`config.mk`:
```
export PLATFORM = sky130hd
export DESIGN_NAME = stopwatch_bcd
export DESIGN_NICKNAME = d
export VERILOG_FILES = /design/src/rtl/stopwatch_pkg.sv /design/src/rtl/bcd_digit.sv /design/src/rtl/stopwatch_bcd.sv
export SDC_FILE = /design/constraint.sdc
export NUM_CORES = 1
export LEC_CHECK = 0
export CAP_MARGIN = 10
export CORE_UTILIZATION = 58
export DETAILED_ROUTE_END_ITERATION = 8
export GPL_TIMING_DRIVEN = 0
export PLACE_DENSITY = 0.81
export SYNTH_ARGS = -nofsm -noshare
export SYNTH_HDL_FRONTEND = slang
export SYNTH_SLANG_ARGS = --single-unit
```
`constraint.sdc`:
```
create_clock -name clk_in -period 3.51 [get_ports clk_in]
set_input_delay 0.5265 -clock clk_in [delete_from_list [all_inputs] [get_ports clk_in]]
set_output_delay 0.5265 -clock clk_in [all_outputs]
set_load 0.01 [all_outputs]
```
`src/rtl/stopwatch_pkg.sv`:
```
// Shared types for the centisecond stopwatch: FSM state encoding and BCD digit type.
package stopwatch_pkg;

  typedef enum logic [1:0] {IDLE, RUN, PAUSE} sw_state_t;

  typedef logic [3:0] bcd_t;

  localparam bcd_t BCD_MAX = 4'd9;

endpackage

```
`src/rtl/bcd_digit.sv`:
```
// One BCD digit with synchronous clear/increment, configurable top value and
// combinational carry-out (asserted when incremented while at MAX).
module bcd_digit
  import stopwatch_pkg::*;
#(
  parameter bcd_t MAX = BCD_MAX
) (
  input  logic clk_in,
  input  logic reset,
  input  logic clr,
  input  logic inc,
  output bcd_t value,
  output logic carry
);

  bcd_t value_q, value_d;

  assign carry = inc && (value_q == MAX);
  assign value = value_q;

  always_comb begin
    value_d = value_q;
    if (clr) begin
      value_d = '0;
    end else if (inc) begin
      value_d = carry ? '0 : value_q + 4'd1;
    end
  end

  always_ff @(posedge clk_in or posedge reset) begin
    if (reset) value_q <= '0;
    else       value_q <= value_d;
  end

endmodule

```
`src/rtl/stopwatch_bcd.sv`:
```
// SS.cc BCD stopwatch fed by a synchronised 10 kHz tick; run/pause/clear FSM.
// Optional lap hold (snapshot display) enabled by defining STOPWATCH_LAP_HOLD_EN.
//
// state | meaning
// IDLE  | zeroed, waiting for start_stop
// RUN   | prescaler counts tick edges, digits advance
// PAUSE | digits and partial prescale frozen, tick edges ignored
module stopwatch_bcd
  import stopwatch_pkg::*;
#(
  parameter int TICKS_PER_CS = 100,
  parameter int SEC_MAX      = 59,
  parameter int SYNC_STAGES  = 2
) (
  input  logic clk_in,
  input  logic reset,
  input  logic tick_in,
  input  logic start_stop,
  input  logic clear,
`ifdef STOPWATCH_LAP_HOLD_EN
  input  logic lap,
`endif
  output bcd_t sec_tens,
  output bcd_t sec_ones,
  output bcd_t cs_tens,
  output bcd_t cs_ones,
  output logic running,
  output logic wrap
);

  localparam int PW = (TICKS_PER_CS > 1) ? $clog2(TICKS_PER_CS) : 1;
  localparam logic [PW-1:0] PRESC_LAST = PW'(TICKS_PER_CS - 1);
  localparam bcd_t SEC_T_MAX = bcd_t'(SEC_MAX / 10);
  localparam bcd_t SEC_O_MAX = bcd_t'(SEC_MAX % 10);
  localparam bit   ONES_FULL = ((SEC_MAX % 10) == 9);

  logic [SYNC_STAGES-1:0] sync_q, sync_d;
  logic                   prev_q, prev_d;
  logic                   tick_q, tick_d;
  sw_state_t              state_q, state_d;
  logic [PW-1:0]          presc_q, presc_d;
  logic                   wrap_q, wrap_d;

  logic cs_inc, roll, dig_clr;
  logic co_c, ct_c, so_c, st_c;
  bcd_t cs_ones_live, cs_tens_live, sec_ones_live, sec_tens_live;
  logic [15:0] live, disp;

  always_comb begin
    sync_d = {sync_q[SYNC_STAGES-2:0], tick_in};
    prev_d = sync_q[SYNC_STAGES-1];
    tick_d = sync_q[SYNC_STAGES-1] & ~prev_q;
  end

  always_comb begin
    state_d = state_q;
    if (clear) begin
      state_d = IDLE;
    end else if (start_stop) begin
      unique case (state_q)
        IDLE:    state_d = RUN;
        RUN:     state_d = PAUSE;
        PAUSE:   state_d = RUN;
        default: state_d = IDLE;
      endcase
    end
  end

  assign running = (state_q == RUN);
  assign cs_inc  = running && tick_q && (presc_q == PRESC_LAST) && !clear;

  always_comb begin
    presc_d = presc_q;
    if (clear) begin
      presc_d = '0;
    end else if (running && tick_q) begin
      presc_d = (presc_q == PRESC_LAST) ? '0 : presc_q + 1'b1;
    end
  end

  // When SEC_MAX ends in 9 the natural carry out of sec_tens marks the rollover;
  // otherwise the limit has to be decoded explicitly.
  assign roll = ONES_FULL ? st_c
              : (cs_inc && (cs_tens_live == BCD_MAX) && (cs_ones_live == BCD_MAX)
                 && (sec_ones_live == SEC_O_MAX) && (sec_tens_live == SEC_T_MAX));
  assign dig_clr = clear || roll;
  assign wrap_d  = roll;

  bcd_digit #(.MAX(BCD_MAX)) u_cs_ones (
    .clk_in(clk_in), .reset(reset), .clr(dig_clr), .inc(cs_inc),
    .value(cs_ones_live), .carry(co_c)
  );
  bcd_digit #(.MAX(BCD_MAX)) u_cs_tens (
    .clk_in(clk_in), .reset(reset), .clr(dig_clr), .inc(co_c),
    .value(cs_tens_live), .carry(ct_c)
  );
  bcd_digit #(.MAX(BCD_MAX)) u_sec_ones (
    .clk_in(clk_in), .reset(reset), .clr(dig_clr), .inc(ct_c),
    .value(sec_ones_live), .carry(so_c)
  );
  bcd_digit #(.MAX(SEC_T_MAX)) u_sec_tens (
    .clk_in(clk_in), .reset(reset), .clr(dig_clr), .inc(so_c),
    .value(sec_tens_live), .carry(st_c)
  );

  assign live = {sec_tens_live, sec_ones_live, cs_tens_live, cs_ones_live};

`ifdef STOPWATCH_LAP_HOLD_EN
  logic        hold_q, hold_d;
  logic [15:0] snap_q, snap_d;

  always_comb begin
    hold_d = hold_q;
    snap_d = snap_q;
    if (clear) begin
      hold_d = 1'b0;
    end else if (lap && (state_q != IDLE)) begin
      hold_d = ~hold_q;
      if (!hold_q) snap_d = live;
    end
  end

  always_ff @(posedge clk_in or posedge reset) begin
    if (reset) begin
      hold_q <= 1'b0;
      snap_q <= '0;
    end else begin
      hold_q <= hold_d;
      snap_q <= snap_d;
    end
  end

  assign disp = hold_q ? snap_q : live;
`else
  assign disp = live;
`endif

  assign {sec_tens, sec_ones, cs_tens, cs_ones} = disp;
  assign wrap = wrap_q;

  always_ff @(posedge clk_in or posedge reset) begin
    if (reset) begin
      sync_q  <= '0;
      prev_q  <= 1'b0;
      tick_q  <= 1'b0;
      state_q <= IDLE;
      presc_q <= '0;
      wrap_q  <= 1'b0;
    end else begin
      sync_q  <= sync_d;
      prev_q  <= prev_d;
      tick_q  <= tick_d;
      state_q <= state_d;
      presc_q <= presc_d;
      wrap_q  <= wrap_d;
    end
  end

endmodule

```
==> results of run 1 <==
[synth_stat cells, types with 2 or more instances]
cell,number
a211oi_1,4
nand3b_1,5
or3_1,5
nor2b_1,2
nand2_1,12
nor4_1,2
o2111ai_1,3
xnor2_1,2
a21oi_1,10
nand3_1,6
dfrtp_1,30
clkbuf_1,5
a31oi_1,2
a311oi_1,3
nor2_1,12
xor2_1,3
and2_1,4
inv_1,13
mux2i_1,3
and3_1,2
o31ai_1,2
ha_1,9
o21ai_0,10
and3b_1,5
nand4_1,5
[cell type report]
cell class	instances	area, µm²
timing repair buffer	22	237.7
tap	31	38.79
fill	211	675.6
multi-input combinational	121	840.8
clock inverter	2	60.06
sequential	30	750.7
clock buffer	6	51.30
inverter	13	48.80
buffer	6	30.03
[stage by stage]
step / hold WS, ns / power, mW / utilization (%)
after floorplan: 0.3312 / 0.3962 / -
after global placement: 0.3429 / 0.4102 / 70.21
after detailed placement: 0.3470 / 0.4135 / 70.21
after CTS: 0.3748 / 0.7816 / 74.28
after global routing: 0.3760 / 0.8045 / 75.29
final: 0.3721 / 0.7797 / 75.29
[report_power, final]
part	total (mW)	internal [mW]	switching [mW]
logic	0.0536	0.0214	0.0321
clock network	0.369	0.241	0.127
registers	0.357	0.352	0.00555
total	0.780	0.615	0.165
[worst reg2reg max path, delay by kind of cell (launching register included)]
family	cells	cell delay (ns)
AOI/OAI and AO/OA	2	0.59
DFF	1	0.48
and+or+nand+nor	2	0.97
[sequential cells by signal, summed over array words and instances (netlist names)]
name and flops:
tick_q 1, prev_q 1, wrap 1, presc_q 7
u_sec_tens.value 4, u_cs_tens.value 4, u_cs_ones.value 4, u_sec_ones.value 4
sync_q 2, state_q 2
[worst max path at each step]
stage	startpoint	endpoint	slack, ns	depth (start not counted)
after detailed placement	presc_q[2]	u_sec_tens.value[3]	1.42	4
after CTS	presc_q[2]	u_sec_tens.value[3]	1.38	4
after floorplan	clear	u_sec_tens.value[0]	1.68	6
after global routing	state_q[1]	u_sec_tens.value[3]	1.23	5
after global placement	presc_q[2]	u_sec_tens.value[3]	1.47	4
final	presc_q[2]	u_sec_tens.value[3]	1.34	4
[kinds of logic after synthesis]
family / Yosys count / share of synthesized area [%]
AO/OA/AOI/OAI: 38 / 14.61
XOR/XNOR: 5 / 2.622
adder cells (fa/ha/maj): 9 / 6.742
buffers and inverters: 19 / 4.719
flip-flops: 30 / 44.94
multiplexers: 3 / 1.798
AND/OR/NAND/NOR: 66 / 24.57
[layer usage]
metal  part of all wire, %  wire length (µm)  vias up  global-route usage (%)
li1                      -                 -      678                       -
met1                    45              1672      697                   34.06
met2                    48              1789       51                   40.96
met3                   4.4               165       14                   7.209
met4                   2.6                96        0                   15.36
met5                     0                 0        -                       0
==> impl_metrics.xml, run 1 <==
<?xml version="1.0" encoding="UTF-8"?>
<metrics>
  <group name="worst_setup_path">
    <metric name="slowest_delay" unit="ns">0.55</metric>
    <metric name="worstRegToRegCells" unit="">4</metric>
    <metric name="r2r-start" unit="">presc_q[2]</metric>
    <metric name="cp_num_buf_inv" unit="">0</metric>
    <metric name="critPathCaptureType" unit="">register</metric>
    <metric name="crit_family" unit="">simple AND/OR/NAND/NOR gates</metric>
    <metric name="cp_data_arrival_time" unit="ns">2.38</metric>
    <metric name="setup.reg_to_reg.worst_slack" unit="ns">1.34</metric>
    <metric name="crit_chain" unit="">nor4b_4 -&gt; nand4_1 -&gt; o311ai_0 -&gt; o41ai_1</metric>
    <metric name="critical_path.startpoint_type" unit="">register</metric>
    <metric name="cp_max_fo" unit="">9</metric>
    <metric name="critical_path_class" unit="">register to register</metric>
    <metric name="critical_path_cell_with_the_highest_stage_delay" unit="">nor4b_4</metric>
    <metric name="reg2reg_to" unit="">u_sec_tens.value[3]</metric>
    <metric name="cp_data_required_time" unit="ns">3.72</metric>
  </group>
  <group name="clock_network">
    <metric name="clkTransAtPathRegs" unit="ns">0.10</metric>
    <metric name="cts-buffers-inserted" unit="">5</metric>
    <metric name="clock_tree_from_tritoncts" unit="">built</metric>
    <metric name="numClockSinks" unit="">30</metric>
    <metric name="h-tree-depth" unit="">2</metric>
    <metric name="cts.hold.buffers_added" unit="">0</metric>
    <metric name="clock_insertion_delay_worst_skew" unit="ns">0.34</metric>
    <metric name="cts.repair_timing.setup_buffer_count" unit="">0</metric>
    <metric name="cts-resized-gates" unit="">0</metric>
    <metric name="cts-root-buf" unit="">clkbuf_4</metric>
    <metric name="cts.path.max_buffers" unit="">2</metric>
  </group>
  <group name="synth">
    <metric name="post_synth_inst_count" unit="">170</metric>
    <metric name="yosys.area.top_type" unit="">dfrtp_1</metric>
    <metric name="yosysUniqueCellTypes" unit="">36</metric>
    <metric name="postSynth.asyncResetShare" unit="%">100.0</metric>
    <metric name="ff_latch_count_synth" unit="">30</metric>
    <metric name="synth_largest_type_area_fraction" unit="%">44.94</metric>
    <metric name="number_of_warning_messages_in_the_yosys_log" unit="">0</metric>
    <metric name="syn_avg_cell_area" unit="µm²">9.826</metric>
    <metric name="number_of_nets_produced_by_synthesis" unit="">184</metric>
    <metric name="seq_area_frac_synth" unit="%">44.94</metric>
    <metric name="synth_area" unit="µm²">1670</metric>
    <metric name="synth-edff-count" unit="">0</metric>
    <metric name="top_post_synthesis_cells_by_area" unit="">dfrtp_1, ha_1, a21oi_1</metric>
    <metric name="postSynth.topFlopCell" unit="">dfrtp_1</metric>
  </group>
  <group name="routing">
    <metric name="routedWlPerCell" unit="µm">16.13</metric>
    <metric name="viasPerCell" unit="">6.234</metric>
    <metric name="via_count" unit="">1440</metric>
    <metric name="drt_pass1_iterations" unit="">4</metric>
    <metric name="routed_wl" unit="µm">3725</metric>
    <metric name="final_routed_drc_violation_total" unit="">0</metric>
    <metric name="final_antenna_net_count" unit="">0</metric>
    <metric name="drtIter0Drc" unit="">93</metric>
  </group>
  <group name="timing">
    <metric name="timing.clock.skew" unit="ns">0.01020</metric>
    <metric name="slew_worst_pin" unit="ns">0.5008</metric>
    <metric name="grt_setup_unrepaired" unit="">false</metric>
    <metric name="layout_worst_path_cycle_share" unit="%">61.77</metric>
    <metric name="fin_crit" unit="ns">2.168</metric>
    <metric name="hold_violations" unit="">0</metric>
    <metric name="setup_total_negative_slack" unit="ns">0</metric>
    <metric name="fmaxAchievable" unit="GHz">0.4613</metric>
    <metric name="timing.max_slew.rel_slack" unit="%">66.47</metric>
    <metric name="fin_max_slew_vios" unit="">0</metric>
    <metric name="worst_slack" unit="ns">1.342</metric>
    <metric name="final-setup-viol-count" unit="">0</metric>
  </group>
  <group name="floorplanning">
    <metric name="core_area" unit="µm²">2734</metric>
    <metric name="fp-row-count" unit="">19</metric>
    <metric name="die_area" unit="µm²">3099</metric>
    <metric name="pin_count" unit="">23</metric>
    <metric name="floorplan.initialDensity" unit="%">61.10</metric>
    <metric name="fp.dieH" unit="µm">55.67</metric>
    <metric name="die_x" unit="µm">55.67</metric>
  </group>
  <group name="pwr">
    <metric name="total_leakage_power" unit="nW">0.8904</metric>
    <metric name="power.density_cell_area" unit="nW/µm²">378.8</metric>
    <metric name="ir_worst_vdd" unit="V">0.0005079</metric>
  </group>
  <group name="status">
    <metric name="run_status" unit="">finished clean</metric>
  </group>
  <group name="final_layout">
    <metric name="insertedDiodeCount" unit="">0</metric>
    <metric name="stdcell_count" unit="">231</metric>
    <metric name="synthToLayoutAreaGrowth" unit="%">23.22</metric>
    <metric name="final_cell_area" unit="µm²">2058</metric>
    <metric name="num-nets-final" unit="">213</metric>
    <metric name="most_frequent_standard_cell_in_the_layout_excluding_fill_and_tap_cells" unit="">dfrtp_1</metric>
    <metric name="final_cell_mix" unit="">dfrtp_1, clkdlybuf4s50_1, inv_1, nand2_1, nor2_1</metric>
    <metric name="layout-drive-gt1-share" unit="%">6.500</metric>
  </group>
  <group name="global_routing">
    <metric name="grt.total_usage" unit="%">26.69</metric>
    <metric name="grt_pass1_vias" unit="">1419</metric>
    <metric name="grt_antenna_before_repair" unit="">0</metric>
    <metric name="grt_pass1_wl" unit="µm">6327</metric>
    <metric name="grt_start_max_net_pins" unit="">31</metric>
    <metric name="grt_overflow_total" unit="">0</metric>
  </group>
  <group name="worst_hold_path">
    <metric name="worst_hold_path.num_cells" unit="">0</metric>
    <metric name="hp-start" unit="">sync_q[0]</metric>
    <metric name="endpoint_of_the_worst_hold_timing_path" unit="">sync_q[1]</metric>
    <metric name="hold_path_class" unit="">register to register</metric>
  </group>
  <group name="place">
    <metric name="place_ws" unit="ns">1.420</metric>
    <metric name="port_buffer_cells" unit="">21</metric>
    <metric name="place.detailed.instances" unit="">222</metric>
    <metric name="globalplace.congestion" unit="">0.8194</metric>
    <metric name="postPlaceCellArea" unit="µm²">1919</metric>
    <metric name="dp.final_hpwl" unit="µm">2457</metric>
  </group>
  <group name="run">
    <metric name="cap_viol_max_count" unit="">0</metric>
  </group>
</metrics>
(Power assumes the default switching activity.)
==> run 2: changes to the inputs <==
Settings changed: CORE_UTILIZATION 58 to 49, PLACE_DENSITY 0.81 to 0.72.
Clock period 3.51 ns to 1.9 ns, I/O delays scaled along.
==> run 2 against run 1 <==
Routed wire length is 3.8% lower. Sequential power is 85% higher. Non-clock buffer count is 5 higher. Clock power is 29% higher. Combinational power is 98% higher. Critical endpoint is now u_cs_tens.value[3]. Largest cell class unchanged.
==> impl_metrics.xml, run 2 (synthesis results as in run 1) <==
<?xml version="1.0" encoding="UTF-8"?>
<metrics>
  <group name="clock_network">
    <metric name="clkTransAtPathRegs" unit="ns">0.10</metric>
    <metric name="cts.path.max_buffers" unit="">2</metric>
    <metric name="cts-buffers-inserted" unit="">5</metric>
    <metric name="numClockSinks" unit="">30</metric>
    <metric name="clock_insertion_delay_worst_skew" unit="ns">0.33</metric>
    <metric name="clock_tree_from_tritoncts" unit="">built</metric>
    <metric name="h-tree-depth" unit="">2</metric>
    <metric name="cts-root-buf" unit="">clkbuf_4</metric>
  </group>
  <group name="worst_setup_path">
    <metric name="cp_num_buf_inv" unit="">1</metric>
    <metric name="crit_family" unit="">simple AND/OR/NAND/NOR gates</metric>
    <metric name="critPathCaptureType" unit="">register</metric>
    <metric name="critical_path_cell_with_the_highest_stage_delay" unit="">or4b_4</metric>
    <metric name="crit_chain" unit="">or4b_4 -&gt; nor4_4 -&gt; buf_4 -&gt; a31oi_1 -&gt; o21a_1</metric>
    <metric name="cp_max_fo" unit="">5</metric>
    <metric name="slowest_delay" unit="ns">0.57</metric>
    <metric name="critical_path_class" unit="">register to register</metric>
    <metric name="critical_path.startpoint_type" unit="">register</metric>
    <metric name="cp_data_required_time" unit="ns">2.13</metric>
    <metric name="cp_data_arrival_time" unit="ns">2.12</metric>
  </group>
  <group name="pwr">
    <metric name="seq_power_share" unit="%">53.1</metric>
    <metric name="clock_power_share" unit="%">38.3</metric>
    <metric name="sw_frac_of_total" unit="%">23.45</metric>
    <metric name="ir_worst_vdd" unit="V">0.0004381</metric>
    <metric name="switchingPower" unit="mW">0.2911</metric>
    <metric name="share_comb_of_total_power" unit="%">8.5</metric>
    <metric name="total_leakage_power" unit="nW">0.9054</metric>
    <metric name="cell_internal_pwr" unit="mW">0.9502</metric>
    <metric name="power.density_cell_area" unit="nW/µm²">590.5</metric>
  </group>
  <group name="timing">
    <metric name="timing.clock.skew" unit="ns">0.003802</metric>
    <metric name="fmaxAchievable" unit="GHz">0.5272</metric>
    <metric name="layout_worst_path_cycle_share" unit="%">99.83</metric>
    <metric name="fin_crit" unit="ns">1.897</metric>
    <metric name="worst_slack" unit="ns">0.003164</metric>
    <metric name="setup_total_negative_slack" unit="ns">0</metric>
    <metric name="slew_worst_pin" unit="ns">0.5554</metric>
    <metric name="fin_max_slew_vios" unit="">0</metric>
    <metric name="final-setup-viol-count" unit="">0</metric>
    <metric name="grt_setup_unrepaired" unit="">true</metric>
    <metric name="timing.max_slew.rel_slack" unit="%">62.94</metric>
    <metric name="hold_violations" unit="">0</metric>
  </group>
  <group name="global_routing">
    <metric name="grt_pass1_vias" unit="">1368</metric>
    <metric name="grt_overflow_total" unit="">0</metric>
    <metric name="grt_pass1_wl" unit="µm">6099</metric>
    <metric name="grt_start_max_net_pins" unit="">31</metric>
    <metric name="grt.total_usage" unit="%">22.83</metric>
    <metric name="grt_antenna_before_repair" unit="">0</metric>
  </group>
  <group name="floorplanning">
    <metric name="floorplan.initialDensity" unit="%">52.98</metric>
    <metric name="die_x" unit="µm">60.39</metric>
    <metric name="fp-row-count" unit="">20</metric>
    <metric name="core_area" unit="µm²">3153</metric>
    <metric name="pin_count" unit="">23</metric>
    <metric name="fp.dieH" unit="µm">60.39</metric>
    <metric name="die_area" unit="µm²">3646</metric>
  </group>
  <group name="status">
    <metric name="run_status" unit="">finished clean</metric>
  </group>
  <group name="worst_hold_path">
    <metric name="hold_path_class" unit="">primary input to async pin</metric>
  </group>
  <group name="place">
    <metric name="globalplace.congestion" unit="">0.7846</metric>
    <metric name="place_ws" unit="ns">-0.1937</metric>
    <metric name="postPlaceCellArea" unit="µm²">1936</metric>
    <metric name="port_buffer_cells" unit="">21</metric>
    <metric name="dp.final_hpwl" unit="µm">2459</metric>
  </group>
  <group name="routing">
    <metric name="final_antenna_net_count" unit="">0</metric>
    <metric name="routed_wl" unit="µm">3583</metric>
    <metric name="final_routed_drc_violation_total" unit="">0</metric>
    <metric name="viasPerCell" unit="">5.558</metric>
    <metric name="drtIter0Drc" unit="">44</metric>
    <metric name="routedWlPerCell" unit="µm">14.39</metric>
    <metric name="via_count" unit="">1384</metric>
    <metric name="drt_pass1_iterations" unit="">4</metric>
  </group>
  <group name="final_layout">
    <metric name="most_frequent_standard_cell_in_the_layout_excluding_fill_and_tap_cells" unit="">dfrtp_1</metric>
    <metric name="insertedDiodeCount" unit="">0</metric>
    <metric name="final_cell_mix" unit="">dfrtp_1, clkdlybuf4s50_1, inv_1, nor2_1, nand2_1</metric>
    <metric name="layout-drive-gt1-share" unit="%">13.66</metric>
    <metric name="register_with_the_most_flip_flops" unit="">presc_q</metric>
    <metric name="num-nets-final" unit="">218</metric>
    <metric name="final_cell_area" unit="µm²">2102</metric>
    <metric name="final_core_utilization" unit="%">66.67</metric>
    <metric name="synthToLayoutAreaGrowth" unit="%">25.84</metric>
    <metric name="largest_register_ffs" unit="">7</metric>
  </group>
  <group name="run">
    <metric name="cap_viol_max_count" unit="">0</metric>
  </group>
</metrics>
[run 2: stage by stage]
step | hold slack [ns] | total power [mW] | cells
2_1_floorplan | 0.3164 | 0.7320 | 170
3_3_place_gp | 0.3428 | 0.7585 | 235
3_5_place_dp | 0.3443 | 0.7613 | 235
4_1_cts | 0.3705 | 1.242 | 244
5_1_grt | 0.3382 | 1.295 | 249
6_report | 0.2925 | 1.241 | 249
[run 2: power groups by stage]
stage          registers [mW]  logic (mW)  clock network (mW)
5_1_grt                 0.662       0.117               0.517
2_1_floorplan           0.669      0.0625                   0
3_5_place_dp            0.673      0.0886                   0
3_3_place_gp            0.672      0.0870                   0
6_report                0.660       0.106               0.476
4_1_cts                 0.660      0.0936               0.488
[run 2: layout make-up]
type | count | area [µm²]
Multi-Input combinational cell | 121 | 853.3
Tap cell | 44 | 55.05
Sequential cell | 30 | 753.2
Inverter | 13 | 48.80
Fill cell | 270 | 1051
Buffer | 4 | 22.52
Timing Repair Buffer | 29 | 290.3
Clock buffer | 8 | 78.83
[run 2: worst paths after layout]
kind	cells past startpoint	from	slack (ns)	to
worst max-delay path	5	presc_q[2]	0.003	u_cs_tens.value[3]
worst min-delay path	2	reset	0.29	sync_q[1]
worst max register to register	5	presc_q[2]	0.003	u_cs_tens.value[3]
worst min register to register	0	sync_q[0]	0.38	sync_q[1]
max in group asynchronous	3	reset	1.12	u_cs_ones.value[3]
min in group clk_in	0	sync_q[0]	0.38	sync_q[1]
[run 2: worst register-to-register path: stages, from the launching register on]
cell and delay [ns]:
dfrtp_2 0.46, or4b_4 0.57, nor4_4 0.37, buf_4 0.19, a31oi_1 0.08, o21a_1 0.13
[run 2: layer usage]
metal	GRT usage (%)	wire, µm	up-vias
met5	0	0	-
met4	9.967	29	0
met3	7.676	142	4
met2	36.42	1743	30
met1	28.18	1667	660
li1	-	-	690
[run 2: timing repair]
action | 4_1_cts | 5_1_grt
buffers inserted | 3 | 4
hold buffers | 0 | 0
pin swaps | 3 | 3
gates resized for setup | 1 | 7
setup endpoints to repair | 11 | 11
